`config.mk`:
```
export PLATFORM = sky130hd
export DESIGN_NAME = input_buffer_logic
export DESIGN_NICKNAME = d
export VERILOG_FILES = /design/src/rtl/input_buffer_logic.sv
export SDC_FILE = /design/constraint.sdc
export NUM_CORES = 1
export LEC_CHECK = 0
export ABC_AREA = 0
export CORE_UTILIZATION = 40
export CTS_BUF_LIST = sky130_fd_sc_hd__clkbuf_4
export DETAILED_ROUTE_END_ITERATION = 6
export PLACE_DENSITY_LB_ADDON = 0.12
export SETUP_SLACK_MARGIN = 0.5
export SLEW_MARGIN = 25
export SYNTH_ARGS = -nofsm -noshare
export SYNTH_HDL_FRONTEND = slang
export SYNTH_SLANG_ARGS = --single-unit
```
`constraint.sdc`:
```
create_clock -name clock -period 2.15 [get_ports clock]
set_input_delay 0.215 -clock clock [delete_from_list [all_inputs] [get_ports clock]]
set_output_delay 0.215 -clock clock [all_outputs]
set_load 0.005 [all_outputs]
```
`src/rtl/input_buffer_logic.sv`:
```
// Router port ingress: collects a 4-byte packet (header, 2 payload, XOR checksum),
// hands good packets downstream as a parallel word and drops/counts bad ones.
//
// state      | meaning
// -----------+---------------------------------------------------------------
// ST_COLLECT | accepting bytes, idx counts 3..0
// ST_CHECK   | full packet held; verify checksum, wait for output_buffer_free
// ST_LOAD    | input_buffer_loaded strobe, packet_out captured downstream
module input_buffer_logic #(
  parameter int PKT_BYTES = 4,
  parameter int CNT_W     = 8
) (
  input  logic                  clock,
  input  logic                  reset_n,
  input  logic                  serial_valid,
  input  logic [7:0]            serial_data,
  output logic                  serial_ready,
  input  logic                  output_buffer_free,
  output logic                  input_buffer_loaded,
  output logic [3:0][7:0]       packet_out,
  output logic                  checksum_error,
  output logic [CNT_W-1:0]      packet_count,
  output logic [CNT_W-1:0]      error_count
);

  localparam logic [1:0] IDX_FIRST = 2'(PKT_BYTES - 1);

  typedef enum logic [1:0] {
    ST_COLLECT,
    ST_CHECK,
    ST_LOAD
  } state_t;

  state_t              state_q, state_d;
  logic [1:0]          idx_q, idx_d;
  logic [3:0][7:0]     pkt_q, pkt_d;
  logic                ready_q, ready_d;
  logic                loaded_q, loaded_d;
  logic                err_q, err_d;
  logic [CNT_W-1:0]    pcnt_q, pcnt_d;
  logic [CNT_W-1:0]    ecnt_q, ecnt_d;
  logic                accept;
  logic                chk_bad;

  assign accept  = serial_valid && ready_q && (state_q == ST_COLLECT);
  assign chk_bad = pkt_q[0] != (pkt_q[3] ^ pkt_q[2] ^ pkt_q[1]);

  always_comb begin
    state_d  = state_q;
    idx_d    = idx_q;
    pkt_d    = pkt_q;
    loaded_d = 1'b0;
    err_d    = 1'b0;
    pcnt_d   = pcnt_q;
    ecnt_d   = ecnt_q;
    case (state_q)
      ST_COLLECT: begin
        if (accept) begin
          pkt_d[idx_q] = serial_data;
          idx_d        = idx_q - 2'd1;
          if (idx_q == 2'd0) state_d = ST_CHECK;
        end
      end
      ST_CHECK: begin
        if (chk_bad) begin
          err_d   = 1'b1;
          ecnt_d  = (&ecnt_q) ? ecnt_q : ecnt_q + 1'b1;
          idx_d   = IDX_FIRST;
          state_d = ST_COLLECT;
        end else if (output_buffer_free) begin
          loaded_d = 1'b1;
          pcnt_d   = (&pcnt_q) ? pcnt_q : pcnt_q + 1'b1;
          state_d  = ST_LOAD;
        end
      end
      ST_LOAD: begin
        idx_d   = IDX_FIRST;
        state_d = ST_COLLECT;
      end
      default: begin
        idx_d   = IDX_FIRST;
        state_d = ST_COLLECT;
      end
    endcase
    // ready is registered from the next state so it is a clean Moore output
    ready_d = (state_d == ST_COLLECT);
  end

  always_ff @(posedge clock) begin
    if (!reset_n) begin
      state_q  <= ST_COLLECT;
      idx_q    <= IDX_FIRST;
      pkt_q    <= '0;
      ready_q  <= 1'b0;
      loaded_q <= 1'b0;
      err_q    <= 1'b0;
      pcnt_q   <= '0;
      ecnt_q   <= '0;
    end else begin
      state_q  <= state_d;
      idx_q    <= idx_d;
      pkt_q    <= pkt_d;
      ready_q  <= ready_d;
      loaded_q <= loaded_d;
      err_q    <= err_d;
      pcnt_q   <= pcnt_d;
      ecnt_q   <= ecnt_d;
    end
  end

  assign serial_ready        = ready_q;
  assign input_buffer_loaded = loaded_q;
  assign checksum_error      = err_q;
  assign packet_out          = pkt_q;
  assign packet_count        = pcnt_q;
  assign error_count         = ecnt_q;

endmodule

```
**Yosys cells after proc, flatten, opt, wreduce, memory -nomap -nowiden**

Cells that the tools add are included.

- RAM bits: 0
- Memories: 0
- Word-level logic and storage cells: 54
- Bits in latches: 0
- Register bits after elaboration: 55
- Output and inout bits: 51
- ROM bits: 0
- Input bits: 12

- Bitwise logic cells: 7
- $add $sub $neg: 3
- Multiplexer cells: 13
- Equality and inequality tests: 4
- Shift operators: 0
- Divide/modulo/power cells: 0
- Magnitude comparators: 2
- Reductions and logical operators: 14
- Multipliers: 0

Operators by type and width:

| kind | count |
|---|---|
| 32-bit bitwise mux | 1 |
| 8-bit by 1-bit adder with 8-bit output (second input constant) | 2 |
| 8-bit demux with 2-bit select | 1 |
| 8-bit AND reduction | 2 |
| 8-bit bitwise XOR | 2 |
| 2-bit two-way mux | 6 |
| 8-bit two-way mux | 1 |
| 8-bit != test | 1 |
| 2-bit one-hot mux with 2 select lines | 2 |
| 2-bit logical NOT | 3 |
| 2-bit AND reduction | 3 |
| 1-bit NOT | 5 |
| 2-bit != test (second input constant) | 2 |
| 4-bit AND reduction | 1 |
| 1-bit logical AND | 3 |
| 2-bit by 3-bit < comparator with 1-bit output (second input constant) | 1 |
| 3-bit AND reduction | 1 |
| 3-bit OR reduction | 1 |
| 2-bit by 1-bit == test with 1-bit output (second input constant) | 1 |
| 2-bit by 1-bit >= comparator with 1-bit output (second input constant) | 1 |
| 1-bit two-way mux | 2 |
| 2-bit by 1-bit subtractor with 2-bit output (second input constant) | 1 |

**Logic depth before layout (Yosys ltp)**

- Depth after elaboration: 6
- Depth in mapped cells: 7
- Depth with buffers taken out: 7

**Worst setup path before layout**

No wires, ideal clock.

- Kind: flip-flop to flip-flop
- Start point: register pkt_q (netlist bit packet_out[4])
- End point: register idx_q[0]
- Library setup time: 0.140 ns
- Path buffers: 0
- Data arrival time: 1.528 ns
- Slack: 0.482 ns
- Required time: 2.010 ns
- Cell stages (with the launch flop): 7
- Clock period less this slack: 1.668 ns
- Cells stage by stage: dfxtp_1 > xor2_1 > xnor2_1 > nand4_4 > nor3_1 > or3_1 > o211ai_1

- Longest elaborated chain between the ends: 3

Ends and longest elaborated chain:

| element | RTL line | text |
|---|---|---|
| start: declaration | 36 | `logic [3:0][7:0] pkt_q, pkt_d;` |
| start signal: assignment | 102 | `pkt_q <= pkt_d;` |
| 8-bit != test | 46 | `assign chk_bad = pkt_q[0] != (pkt_q[3] ^ pkt_q[2] ^ pkt_q[1]);` |
| 2-bit != test (no line) | - |  |
| 2-bit AND reduction (no line) | - |  |
| end signal: assignment | 101 | `idx_q <= idx_d;` |
| end: declaration | 35 | `logic [1:0] idx_q, idx_d;` |

No other way between the ends.
A chain may end at the register's enable or synchronous reset.

**Worst setup path after layout**

- Start point: register pkt_q (netlist bit packet_out[10])
- End point: register pcnt_q[3], in the netlist packet_count[3]

- Longest elaborated chain between the ends: 4

Ends and longest elaborated chain:

| element | RTL line | text |
|---|---|---|
| 8-bit bitwise XOR | 46 |  |
| 8-bit != test | 46 |  |
| 1-bit NOT (no line) | - |  |
| 4-bit AND reduction (no line) | - |  |
| end signal: assignment | 106 | `pcnt_q <= pcnt_d;` |
| end: declaration | 40 | `logic [CNT_W-1:0] pcnt_q, pcnt_d;` |

No other way between the ends.

==> out/results.ini <==
[status]
status=completed

[floorplanning]
die_w_um=80.8
ios=63
die_h_um=80.8
rows=28
core_um2=5960
die-area_um2=6530
start_util_pct=41.7

[synth]
synth-simple-area-share_pct=25.7
synth-xor-area-share_pct=9.86
synth_compound_area_share_pct=12.6
syn-instance-count=295
synth_nets=313
yosysTopAreaCell=dfxtp_1
ys.flop_type=dfxtp_1
synth_area_um2=2490
synth_common_cells=nand2_1, dfxtp_1, a21oi_1
async_flop_share_pct=0
synth_top_family_by_area=simple AND/OR/NAND/NOR gates
synth_most_common_cell=nand2_1
synth.avg_cell_area_um2=8.43
ys_warn_count=0
synth_edf_count=0
synth_area_leaders=dfxtp_1, nand2_1, xnor2_1, a21oi_1, nand3_1
ys_seq_area_share_pct=44.3
synthMuxAreaShare_pct=1.61
synth_top_area_share_pct=44.3
synth.ff_latch_count=55
synth_adder_area_share_pct=3.02
synthDistinctLibCells=34

[critical_path]
slowest_delay_ns=0.37
cp_slowest_cell=dfxtp_2
crit_fanout=4
critical_path_required_ns=2.44
critPathKind=reg2reg
cpMostUsedCell=xnor2_1
endpoint_kind=register
cp_cell_sequence=xnor2_1 -> xnor2_1 -> nand4_4 -> buf_4 -> nor4_2 -> xnor2_1 -> nor2_1
reg2reg_from=packet_out[10]
arrival_ns=2.10
worstSetupStartpointType=register
crit_start=packet_out[10]

[drt]
vias=2309
drtIter0Drc=107
wirelength_um=6220
drcViolationCount=0
drtPass1Iterations=4
via_per_inst=5.13
postRouteAntennaNets=0
wl_per_cell_um=13.8

[global_route]
overflow=0
grt_usage_pct=20.0
grt_pass1_wl_um=9900
grt_pass1_vias=2028
antenna_found_initial=0
grt_max_degree=32

[placement]
pre_cts_slack_ns=0.277
portBuffers=62
dp_hpwl_um=4130
place.gp.congestion=0.804

[cts]
clk_latency_ns=0.37
cts.sinks=55
holdBufCountCts=0
cts_made_buffers=5
cts_root_buf=clkbuf_4
cts_max_path_buffers=2
tritoncts=built
cts-htree-levels=2
clk_pin_slew_ns=0.16

[timing]
setup_viol=0
skew_ns=0.00829
fin_ws_ns=0.338
fin_setup_tns_ns=0
hold_viol_final=0
slew_violations=0
fin_crit_sh_pct=84.3
period_needed_ns=1.81
fmax_mhz=552
rsz0062_at_grt=true
worst_pin_slew_ns=0.403
timing.slew.headroom_pct=73.1

[hold_path]
min_from=serial_data[0]
hp-class=in2reg

[power]
max-vdd-ir-drop_mv=0.292
p_seq_share_pct=55.4
power_frac_comb_pct=14.9
leakage_nw=1.28
clockPowerShare_pct=29.7
swShare_pct=25.5
intPower_mw=1.41
p_switching_mw=0.483
p_per_area_nw_per_um2=523

[cells_and_area]
nNetsFinal=392
fillers=544
n_antenna_cell=0
syn_to_final_growth_pct=45.4
drive_above_1_share_pct=20.3

[flow_run]
drv_cap=0

==> critical path, delay by kind of cell, from the launching register on <==
| family | cells | cell delay, ns |
|---|---|---|
| DFF | 1 | 0.37 |
| buffers and inverters | 1 | 0.20 |
| xor gates and xnor gates | 3 | 0.57 |
| and+or+nand+nor | 3 | 0.58 |
==> sequential cells by signal, indices dropped and copies added, names as in the netlist <==
name / cells
checksum_error: 1
error_count: 8
idx_q: 2
input_buffer_loaded: 1
packet_count: 8
packet_out: 32
serial_ready: 1
state_q: 2
==> area by class of cell <==
class | instances | area, um^2 | share of cell area, %
clock inverters | 3 | 38.8 | 1.07
inverters | 6 | 22.5 | 0.623
well taps | 75 | 93.8 | 2.60
repair buffers | 85 | 836 | 23.1
multi-input cells | 221 | 1460 | 40.4
clock buffers | 5 | 37.5 | 1.04
flip-flops and latches | 55 | 1130 | 31.2
==> metal layers <==
metal / part of all wire, % / global-route usage (%)
met1: 44 / 24.7
met2: 49 / 34.9
met3: 5.4 / 3.48
met4: 1.1 / 6.61
met5: 0 / 0
==> cell families (layout without fill, tap and decap cells) <==
group / after synthesis / count (layout)
simple gates: 129 / 129
compound gates: 54 / 54
flops: 55 / 55
xor+xnor: 28 / 28
buf+inv: 19 / 99
mux: 4 / 4
fa+ha+maj: 6 / 6
==> stage by stage <==
step / util, % / cell area (um^2) / total power [mW] / std cells / hold WS [ns]
floorplan: - / 2500 / 1.19 / 295 / 0.351
global placement: 54.5 / 3240 / 1.28 / 426 / 0.469
detailed placement: 54.5 / 3240 / 1.28 / 426 / 0.472
CTS: 59.1 / 3520 / 1.87 / 444 / 0.449
global route: 60.7 / 3620 / 1.99 / 450 / 0.467
finish: 60.7 / 3620 / 1.89 / 450 / 0.459
==> cell usage in the layout (no fill, tap or decap), types with 3 or more instances in the layout <==
| master | n |
|---|---|
| mux2i_1 | 4 |
| xor2_1 | 3 |
| clkdlybuf4s50_1 | 61 |
| xnor2_1 | 16 |
| a21oi_1 | 36 |
| buf_4 | 17 |
| nand3_1 | 32 |
| xnor2_2 | 7 |
| nand2_1 | 58 |
| nor2_1 | 7 |
| o31ai_1 | 3 |
| inv_1 | 5 |
| buf_6 | 4 |
| nor3_4 | 3 |
| dfxtp_2 | 18 |
| nand4_1 | 4 |
| dfxtp_1 | 36 |
| clkbuf_4 | 5 |
| o21ai_1 | 3 |
| ha_1 | 6 |
| nand2b_1 | 5 |
==> repair_timing <==
action	CTS	global route
buffers inserted	10	6
resized for setup	34	15
pin swaps	21	8
setup endpoints to repair	21	27
endpoints found under the hold margin	0	0
==> worst paths after layout <==
path	end	slack (ns)	cells past startpoint
setup / recovery	packet_count[3]	0.34	7
hold / removal	packet_out[0]	0.46	3
setup reg to reg	packet_count[3]	0.34	7
hold reg to reg	packet_out[18]	0.49	2
==> power by group through the flow <==
stage	clock [mW]	sequential (mW)	combinational (mW)
2_1_floorplan	0	1.07	0.118
3_3_place_gp	0	1.07	0.208
3_5_place_dp	0	1.07	0.209
4_1_cts	0.576	1.05	0.249
5_1_grt	0.631	1.05	0.304
6_report	0.562	1.05	0.281
Power figures use the tool's default switching activity.
